<file path="src/rtl/game_controller_pkg.sv">
// Shared definitions for the tic-tac-toe game sequencer: cell codes, view
// mode code, FSM state encoding and small cursor/tally helpers.
package game_controller_pkg;

  localparam logic [1:0] CELL_EMPTY = 2'b00;
  localparam logic [1:0] CELL_P1    = 2'b01;
  localparam logic [1:0] CELL_P2    = 2'b10;

  localparam logic MODE_GAME = 1'b0;

  typedef enum logic [1:0] {
    S_PLAY  = 2'd0,
    S_CHECK = 2'd1,
    S_OVER  = 2'd2
  } state_e;

  typedef enum logic [1:0] {
    DIR_UP,
    DIR_DOWN,
    DIR_LEFT,
    DIR_RIGHT
  } dir_e;

  // One cursor step on the row-major 3x3 board, wrapping within the row/column.
  function automatic logic [3:0] cursor_step(input logic [3:0] pos, input dir_e dir);
    logic [3:0] col;
    col = pos % 4'd3;
    unique case (dir)
      DIR_UP:    cursor_step = (pos >= 4'd3) ? pos - 4'd3 : pos + 4'd6;
      DIR_DOWN:  cursor_step = (pos <= 4'd5) ? pos + 4'd3 : pos - 4'd6;
      DIR_LEFT:  cursor_step = (col == 4'd0) ? pos + 4'd2 : pos - 4'd1;
      DIR_RIGHT: cursor_step = (col == 4'd2) ? pos - 4'd2 : pos + 4'd1;
    endcase
  endfunction

  // Tally increment that holds once the ceiling is reached.
  function automatic logic [7:0] sat_inc(input logic [7:0] value, input logic [7:0] ceiling);
    sat_inc = (value >= ceiling) ? value : value + 8'd1;
  endfunction

endpackage

</file>
<file path="src/rtl/game_controller_win_detect.sv">
// Combinational board evaluator: reports the owner of any completed line and
// whether every cell is occupied.
module game_controller_win_detect
  import game_controller_pkg::*;
(
  input  logic [17:0] grid_i,
  output logic [1:0]  winner_o,
  output logic        full_o
);

  // Cell indices of the eight lines: three rows, three columns, two diagonals.
  localparam int LINE_CELLS [24] = '{0, 1, 2,  3, 4, 5,  6, 7, 8,
                                     0, 3, 6,  1, 4, 7,  2, 5, 8,
                                     0, 4, 8,  2, 4, 6};

  // Scan every line for three equal non-empty cells, and every cell for emptiness.
  always_comb begin
    logic [1:0] a, b, c;
    // NOTE: every output of a combinational block gets a default first so no path leaves it unassigned (which would infer a latch).
    winner_o = CELL_EMPTY;
    full_o   = 1'b1;
    a        = CELL_EMPTY;
    b        = CELL_EMPTY;
    c        = CELL_EMPTY;
    for (int k = 0; k < 9; k++) begin
      if (grid_i[2*k +: 2] == CELL_EMPTY) full_o = 1'b0;
    end
    for (int l = 0; l < 8; l++) begin
      a = grid_i[2*LINE_CELLS[3*l]     +: 2];
      b = grid_i[2*LINE_CELLS[3*l + 1] +: 2];
      c = grid_i[2*LINE_CELLS[3*l + 2] +: 2];
      if ((a != CELL_EMPTY) && (a == b) && (b == c)) winner_o = a;
    end
  end

endmodule

</file>
<file path="src/rtl/game_controller.sv">
// Tic-tac-toe sequencer: cursor movement, mark placement, win/tie evaluation
// and saturating tallies. All outputs come straight from registers.
module game_controller
  import game_controller_pkg::*;
#(
  parameter int CURSOR_INIT = 4,
  parameter int MAX_SCORE   = 99
) (
  input  logic        clk,
  input  logic        rst_n,
  input  logic        btnUp,
  input  logic        btnDown,
  input  logic        btnLeft,
  input  logic        btnRight,
  input  logic        btnSel,
  input  logic        btnMode,
  output logic [3:0]  cursorPos,
  output logic [17:0] gridContents,
  output logic        mode,
  output logic [7:0]  p1Score,
  output logic [7:0]  p2Score,
  output logic [7:0]  ties,
  output logic        turn,
  output logic        gameOver
);

  localparam logic [3:0] CURSOR_RST = 4'(CURSOR_INIT);
  localparam logic [7:0] SCORE_MAX  = 8'(MAX_SCORE);

  state_e      state_q, state_d;
  logic [17:0] grid_q, grid_d;
  logic [3:0]  cursor_q, cursor_d;
  logic        mode_q, mode_d;
  logic [7:0]  p1_q, p1_d;
  logic [7:0]  p2_q, p2_d;
  logic [7:0]  ties_q, ties_d;
  logic        turn_q, turn_d;
  logic        starter_q, starter_d;

  logic [1:0]  winner;
  logic        full;
  logic [4:0]  cell_lsb;

  assign cell_lsb = {cursor_q, 1'b0};

  game_controller_win_detect u_win_detect (
    .grid_i   (grid_q),
    .winner_o (winner),
    .full_o   (full)
  );

  // Next-state logic: view toggle, cursor moves, mark placement, game evaluation, restart.
  always_comb begin
    state_d   = state_q;
    grid_d    = grid_q;
    cursor_d  = cursor_q;
    mode_d    = mode_q ^ btnMode;
    p1_d      = p1_q;
    p2_d      = p2_q;
    ties_d    = ties_q;
    turn_d    = turn_q;
    starter_d = starter_q;

    unique case (state_q)
      S_PLAY: begin
        if (mode_q == MODE_GAME) begin
          if (btnSel) begin
            // Select consumes the cycle even on an occupied cell, so moves are dropped.
            if (grid_q[cell_lsb +: 2] == CELL_EMPTY) begin
              grid_d[cell_lsb +: 2] = turn_q ? CELL_P2 : CELL_P1;
              state_d               = S_CHECK;
            end
          end else if (btnUp) begin
            cursor_d = cursor_step(cursor_q, DIR_UP);
          end else if (btnDown) begin
            cursor_d = cursor_step(cursor_q, DIR_DOWN);
          end else if (btnLeft) begin
            cursor_d = cursor_step(cursor_q, DIR_LEFT);
          end else if (btnRight) begin
            cursor_d = cursor_step(cursor_q, DIR_RIGHT);
          end
        end
      end

      S_CHECK: begin
        // Only the player who just moved can have completed a line.
        if (winner != CELL_EMPTY) begin
          if (winner == CELL_P1) p1_d = sat_inc(p1_q, SCORE_MAX);
          else                   p2_d = sat_inc(p2_q, SCORE_MAX);
          state_d = S_OVER;
        end else if (full) begin
          ties_d  = sat_inc(ties_q, SCORE_MAX);
          state_d = S_OVER;
        end else begin
          turn_d  = ~turn_q;
          state_d = S_PLAY;
        end
      end

      S_OVER: begin
        if (btnSel) begin
          grid_d    = '0;
          cursor_d  = CURSOR_RST;
          starter_d = ~starter_q;
          turn_d    = ~starter_q;
          state_d   = S_PLAY;
        end
      end

      default: state_d = S_PLAY;
    endcase
  end

  // State registers with synchronous active-low reset.
  always_ff @(posedge clk) begin
    // NOTE: sequential state uses non-blocking assignments so every register samples pre-edge values.
    if (!rst_n) begin
      state_q   <= S_PLAY;
      grid_q    <= '0;
      cursor_q  <= CURSOR_RST;
      mode_q    <= 1'b0;
      p1_q      <= '0;
      p2_q      <= '0;
      ties_q    <= '0;
      turn_q    <= 1'b0;
      starter_q <= 1'b0;
    end else begin
      state_q   <= state_d;
      grid_q    <= grid_d;
      cursor_q  <= cursor_d;
      mode_q    <= mode_d;
      p1_q      <= p1_d;
      p2_q      <= p2_d;
      ties_q    <= ties_d;
      turn_q    <= turn_d;
      starter_q <= starter_d;
    end
  end

  assign cursorPos    = cursor_q;
  assign gridContents = grid_q;
  assign mode         = mode_q;
  assign p1Score      = p1_q;
  assign p2Score      = p2_q;
  assign ties         = ties_q;
  assign turn         = turn_q;
  assign gameOver     = (state_q == S_OVER);

endmodule

</file>
<file path="config.mk">
export PLATFORM = sky130hd
export DESIGN_NAME = game_controller
export DESIGN_NICKNAME = d
export VERILOG_FILES = /design/src/rtl/game_controller_pkg.sv /design/src/rtl/game_controller_win_detect.sv /design/src/rtl/game_controller.sv
export SDC_FILE = /design/constraint.sdc
export NUM_CORES = 1
export LEC_CHECK = 0
export CORE_MARGIN = 1
export CORE_UTILIZATION = 57
export CTS_BUF_LIST = sky130_fd_sc_hd__clkbuf_4
export DETAILED_ROUTE_END_ITERATION = 6
export GPL_ROUTABILITY_DRIVEN = 0
export PLACE_DENSITY = 0.83
export REMOVE_ABC_BUFFERS = 1
export SLEW_MARGIN = 20
export SYNTH_ARGS = -nofsm -noshare
export SYNTH_HDL_FRONTEND = slang
export SYNTH_HIERARCHICAL = 1
export SYNTH_SLANG_ARGS = --single-unit
</file>
<file path="constraint.sdc">
create_clock -name clk -period 3.8 [get_ports clk]
set_input_delay 0.95 -clock clk [delete_from_list [all_inputs] [get_ports clk]]
set_output_delay 0.95 -clock clk [all_outputs]
set_load 0.05 [all_outputs]
</file>
==> reports/qor.yml, run 1 <==
status: "complete, but fails checks"
violations: "design-rule violations"
hold_buffers: 0
drv_slew: 0
ys.flop_type: "dfxtp_1"
setup_viol_count_final: 0
n_fill_cell: 554
cts_resized: 0
p_per_area_mw_per_mm2: 334
synth_compound_area_frac: 0.245
grt_util_all_layers: 0.299
yosys.area_share.simple: 0.338
postCtsSetupBuffers: 0
start_kind: "register"
cp_slowest_cell: "nor4_2"
rsz0062_at_grt: "false"
p_leak_nw: 1.68
grt_pass1_wl_um: 17700
synth.top_cell.area_share: 0.263
vdd_drop_max_mv: 0.194
ff_latch_area_sq_mm: 0.00102
min_period_ns: 3.41
nets: 552
setup_ws_ns: 0.385
wl_um: 10600
numCtsBuffers: 5
synthTopCellsByArea: "dfxtp_1 (26%), ha_1 (5.5%), xnor2_1 (3.6%)"
ys_ff_latch: 51
synth_warnings: 6
async_flop_share: 0
worstMarginPinSlew_ns: 0.704
place_hpwl_um: 7680
area_delta_synth_final_pct: 17.3
gr-total-overflow: 0
clk_path_buf_depth: 2
port-buffer-count: 56
path_max_fanout: 8
synthCells: 477
max-slew-margin-rel: 0.527
vias: 4092
grt_pass1_vias: 3737
fin_hold_ws_ns: 0.515
vias_per_cell: 6.77
synth_top_family_by_area: "simple AND/OR/NAND/NOR gates"
max_cap_violations: 0
multi_input_area_sq_mm: 0.00272
hold_viol: 0
drt_iter0_drc: 430
post-route-util: 0.706
synth_edf_count: 0
h-tree-depth: 2
syn_area_sq_mm: 0.00389
cp_num_buf_inv: 3
clock.fmax_ghz: 0.293
synth.distinct_cells: 81
grt_max_degree: 32
pre_cts_ws_ns: 0.411
die_area_sq_mm: 0.00715
num_antenna_cells: 0
antenna_found_initial: 0
postRouteAntennaNets: 0
netlist_top_cells_count: "dfxtp_1 (51), nand2_1 (34), and2_1 (22), nand3_1 (22), nor2_1 (21)"
yosysTopAreaCell: "dfxtp_1"
end_kind: "register"
dr.pass1.iters: 7
hp-class: "reg -> reg"
min_period_over_period: 0.899
cts-root-buf: "clkbuf_4"
die_h_um: 84.6
critPathKind: "reg -> reg"
drive_above_1_share: 0.0778
die_w_um: 84.6
synth-adder-area-share: 0.0547
arrival_ns: 3.65
ios: 57
yosysMostFrequentCell: "dfxtp_1"
skew_ns: 0.0211
coreArea_sq_mm: 0.00646
cts_sinks: 51
synth.area.mux_share: 0.0132
crit_chain: "nand2b_1 -> inv_1 -> ha_1 -> inv_1 -> ha_1 -> nand2b_1 -> o221ai_1 -> inv_1 -> ha_1 -> nor4_2 -> nand3_1 -> and3_1 -> mux2_2 -> a211oi_1 -> o221ai_1"
routedWlPerCell_um: 17.5
crit_family: "simple AND/OR/NAND/NOR gates"
synth_xor_area_frac: 0.0473
fp-row-count: 29
max_stage_delay_ns: 0.44
start_util: 0.602
clk_latency_ns: 0.37
drc_errors: 4
synth_seq_area_share: 0.263
worstPathRequired_ns: 4.04
cts_tree: "built"
avgSynthCellArea_sq_um: 8.15
path_clk_slew_ns: 0.15
metrics by stage:
step           power [mW]  cells  instance area [sq um]  setup TNS, ns
2_1_floorplan        1.09    456                   3790         -0.285
3_3_place_gp         1.26    597                   4510              0
3_5_place_dp         1.28    597                   4510              0
4_1_cts              1.51    604                   4560              0
5_1_grt              1.61    604                   4560              0
6_report             1.52    604                   4560              0
final cells by class:
cell class,instances,area share
multi-input cells,391,0.596
flip-flops and latches,51,0.224
repair buffers,64,0.136
well taps,77,0.0211
inverters,14,0.0115
clock buffers,5,0.00823
clock inverters,2,0.00302
cells in the final DEF, fill, tap and decap left out, types with 11 or more instances in the layout:
cell and n:
a21oi_1 11, and2_1 22, and3_1 11, clkdlybuf4s50_1 56, dfxtp_1 51, ha_1 17
inv_1 14, nand2_1 34, nand2b_1 14, nand3_1 22, nand4_1 15, nor2_1 21
nor2b_1 19, nor3_1 19, o21ai_0 18, xnor2_1 16
registers in the layout (all words and copies together) (netlist names):
register and flops:
ties 8, mode 1, cursorPos 4, gridContents 18
state_q 2, p2Score 8, p1Score 8, starter_q 1
turn 1
worst reg2reg max path, stage by stage, from the launching register on:
cell	delay [ns]
dfxtp_1	0.35
nand2b_1	0.13
inv_1	0.06
ha_1	0.17
inv_1	0.05
ha_1	0.28
nand2b_1	0.10
o221ai_1	0.22
inv_1	0.10
ha_1	0.21
nor4_2	0.44
nand3_1	0.17
and3_1	0.32
mux2_2	0.31
a211oi_1	0.24
o221ai_1	0.16
cells by family (layout without fill, tap and decap cells):
family / Yosys count / count (layout)
and+or+nand+nor: 225 / 225
AOI/OAI and AO/OA: 123 / 123
DFF: 51 / 51
buffers and inverters: 35 / 85
xor gates and xnor gates: 21 / 21
adders and majority gates: 17 / 17
muxes: 5 / 5
power by group:
| part | total [mW] | switching, mW | internal (mW) |
|---|---|---|---|
| Sequential | 0.598 | 0.0434 | 0.554 |
| Combinational | 0.689 | 0.439 | 0.250 |
| Clock | 0.238 | 0.169 | 0.0693 |
metal layers:
metal / wire length [um] / up-vias / track usage / share of wire
met5: 0 / - / 0 / 0
met4: 240 / 0 / 0.102 / 0.023
met3: 946 / 38 / 0.0511 / 0.089
met2: 4840 / 238 / 0.500 / 0.46
met1: 4570 / 1908 / 0.392 / 0.43
li1: - / 1908 / - / -
final timing paths:
kind                start      endpoint  slack, ns  cells past startpoint
max reg2reg  cursorPos[3]  cursorPos[3]       0.39                     15
max          cursorPos[3]  cursorPos[3]       0.39                     15
min reg2reg       ties[7]       ties[7]       0.52                      1
min               ties[7]       ties[7]       0.52                      1
(Power assumes the default switching activity.)
==> run 2: changes to the inputs <==
--- a/config.mk
+++ b/config.mk
@@ -5,6 +5,7 @@
 export SDC_FILE = /design/constraint.sdc
 export NUM_CORES = 1
 export LEC_CHECK = 0
+export ABC_CLOCK_PERIOD_IN_PS = 3800
 export CORE_MARGIN = 1
 export CORE_UTILIZATION = 57
 export CTS_BUF_LIST = sky130_fd_sc_hd__clkbuf_4
@@ -12,6 +13,7 @@
 export GPL_ROUTABILITY_DRIVEN = 0
 export PLACE_DENSITY = 0.83
 export REMOVE_ABC_BUFFERS = 1
+export SKIP_LAST_GASP = 1
 export SLEW_MARGIN = 20
 export SYNTH_ARGS = -nofsm -noshare
 export SYNTH_HDL_FRONTEND = slang
==> results of run 2 <==
No change in the layout: final DEF, timing and power equal those of run 1.
==> run 3: changes to the inputs <==
--- a/config.mk
+++ b/config.mk
@@ -11,8 +11,10 @@
 export CTS_BUF_LIST = sky130_fd_sc_hd__clkbuf_4
 export DETAILED_ROUTE_END_ITERATION = 6
 export GPL_ROUTABILITY_DRIVEN = 0
+export HOLD_SLACK_MARGIN = 0.02
 export PLACE_DENSITY = 0.83
 export REMOVE_ABC_BUFFERS = 1
+export SETUP_SLACK_MARGIN = 0.5
 export SKIP_LAST_GASP = 1
 export SLEW_MARGIN = 20
 export SYNTH_ARGS = -nofsm -noshare
==> run 3 against run 2 <==
The run still ends with design-rule violations left. Worst hold slack hardly changed. Setup slack gained 0.28 ns. Clock-buffer cell count unchanged. Critical endpoint unchanged. Clock power is essentially flat. Fmax increased by 8.9%. Global-route usage is 0.062 points higher. Sequential share of layout area rose by 0.065 points.
==> reports/qor.yml, run 3 (same netlist as run 1, synthesis figures left out) <==
max-slew-margin-rel: 0.522
die_w_um: 84.6
max_cap_violations: 0
total_power_mw: 1.55
worstMarginPinSlew_ns: 0.711
num_antenna_cells: 0
min_period_over_period: 0.825
nets: 553
cts_sinks: 51
violations: "design-rule violations"
port-buffer-count: 56
cts_tree: "built"
die_h_um: 84.6
worstPathRequired_ns: 4.04
vias: 4082
rr_worst_depth: 15
area_delta_synth_final_pct: 18.3
wl_um: 10600
hold_buffers: 0
n_fill_cell: 554
hold_depth: 1
ios: 57
drive_above_1_share: 0.104
multi_input_area_sq_mm: 0.00274
clk_latency_ns: 0.37
rsz0062_at_grt: "false"
end_kind: "register"
cts-root-buf: "clkbuf_4"
largest_register_ff_count: 18
antenna_found_initial: 0
path_clk_slew_ns: 0.15
skew_ns: 0.0191
numCtsBuffers: 5
place_hpwl_um: 7680
path_max_fanout: 8
setup_viol_count_final: 0
reg2reg_slack_ns: 0.67
grt.met3_usage: 0.0511
grt_max_degree: 32
routedWlPerCell_um: 17.5
postRouteAntennaNets: 0
max_stage_delay_ns: 0.35
drt_iter0_drc: 430
hold_viol: 0
fp-row-count: 29
hp-start: "p1Score[7]"
grt_pass1_wl_um: 17700
p_leak_nw: 1.70
drc_errors: 4
regToRegEndpoint: "cursorPos[3]"
coreArea_sq_mm: 0.00646
ff_latch_area_sq_mm: 0.00103
gr-usage-met2: 0.502
grt_util_all_layers: 0.300
vdd_drop_max_mv: 0.201
hp-class: "reg -> reg"
grt.busiest_layer: "met2"
vias_per_cell: 6.75
post-route-util: 0.712
start_util: 0.602
gr-total-overflow: 0
status: "complete, but fails checks"
start_kind: "register"
grt_use_met1: 0.392
layout_commonest_cell: "clkdlybuf4s50_1"
die_area_sq_mm: 0.00715
h-tree-depth: 2
drv_slew: 0
hold_end: "p1Score[7]"
critPathKind: "reg -> reg"
crit_chain: "nand2b_1 -> inv_1 -> ha_1 -> inv_1 -> ha_2 -> nand2b_1 -> o221ai_1 -> inv_1 -> ha_1 -> a21boi_1 -> o2111ai_1 -> and3_4 -> mux2_2 -> a211oi_1 -> o221ai_1"
arrival_ns: 3.38
layout_common_cells: "clkdlybuf4s50_1 (56), dfxtp_1 (41), nand2_1 (34)"
grt_pass1_vias: 3750
r2r-start: "cursorPos[3]"
worst_path_most_repeated_cell: "inv_1"
cp_slowest_cell: "dfxtp_1"
pre_cts_ws_ns: 0.411
min_period_ns: 3.13
p_per_area_mw_per_mm2: 336
clock.fmax_ghz: 0.319
setup_ws_ns: 0.665
dr.pass1.iters: 7
clk_path_buf_depth: 2
-- run 3: worst max-delay path by stage --
stage                          startpoint      endpoint  slack (ns)  cells past startpoint
after floorplan              cursorPos[3]  cursorPos[1]       -0.16                     15
after global placement    gridContents[8]       ties[5]        0.55                     10
after detailed placement  gridContents[8]       ties[5]        0.41                     10
after CTS                    cursorPos[3]  cursorPos[3]        0.52                     15
after global routing         cursorPos[3]  cursorPos[1]        0.48                     15
final                        cursorPos[3]  cursorPos[3]        0.67                     15
-- run 3: cell type report --
class	instances	area share
Clock buffer	5	0.00816
Clock inverter	2	0.00299
Inverter	14	0.0114
Multi-Input combinational cell	391	0.595
Sequential cell	51	0.225
Tap cell	77	0.0209
Timing Repair Buffer	65	0.137
-- run 3: per-stage QoR --
step | instance area (sq um) | TNS (ns) | hold WS, ns | instances
2_1_floorplan | 3790 | -0.285 | 0.552 | 456
3_3_place_gp | 4510 | 0 | 0.493 | 597
3_5_place_dp | 4510 | 0 | 0.495 | 597
4_1_cts | 4570 | 0 | 0.518 | 605
5_1_grt | 4600 | 0 | 0.535 | 605
6_report | 4600 | 0 | 0.516 | 605
-- run 3: what timing repair did --
item	CTS	global route
pin swaps	1	1
gates resized for setup	0	17
cloned	0	0
setup endpoints to repair	1	7
buffers inserted	1	0
-- run 3: layer usage --
| layer | up-vias | share of wire |
|---|---|---|
| met4 | 0 | 0.019 |
| met3 | 37 | 0.088 |
| li1 | 1909 | - |
| met2 | 251 | 0.47 |
| met5 | - | 0 |
| met1 | 1885 | 0.42 |
-- run 3: power breakdown --
group / switching [mW] / total, mW / internal [mW]
combinational: 0.444 / 0.708 / 0.264
clock: 0.169 / 0.238 / 0.0693
sequential: 0.0432 / 0.599 / 0.556
-- run 3: worst max-delay path: cells and delay by family (launching register included) --
family / cells / cell delay [ns]
AO/OA/AOI/OAI: 5 / 0.96
multiplexers: 1 / 0.35
adder cells (fa/ha/maj): 3 / 0.65
flip-flops: 1 / 0.35
AND/OR/NAND/NOR: 3 / 0.50
buffers and inverters: 3 / 0.22
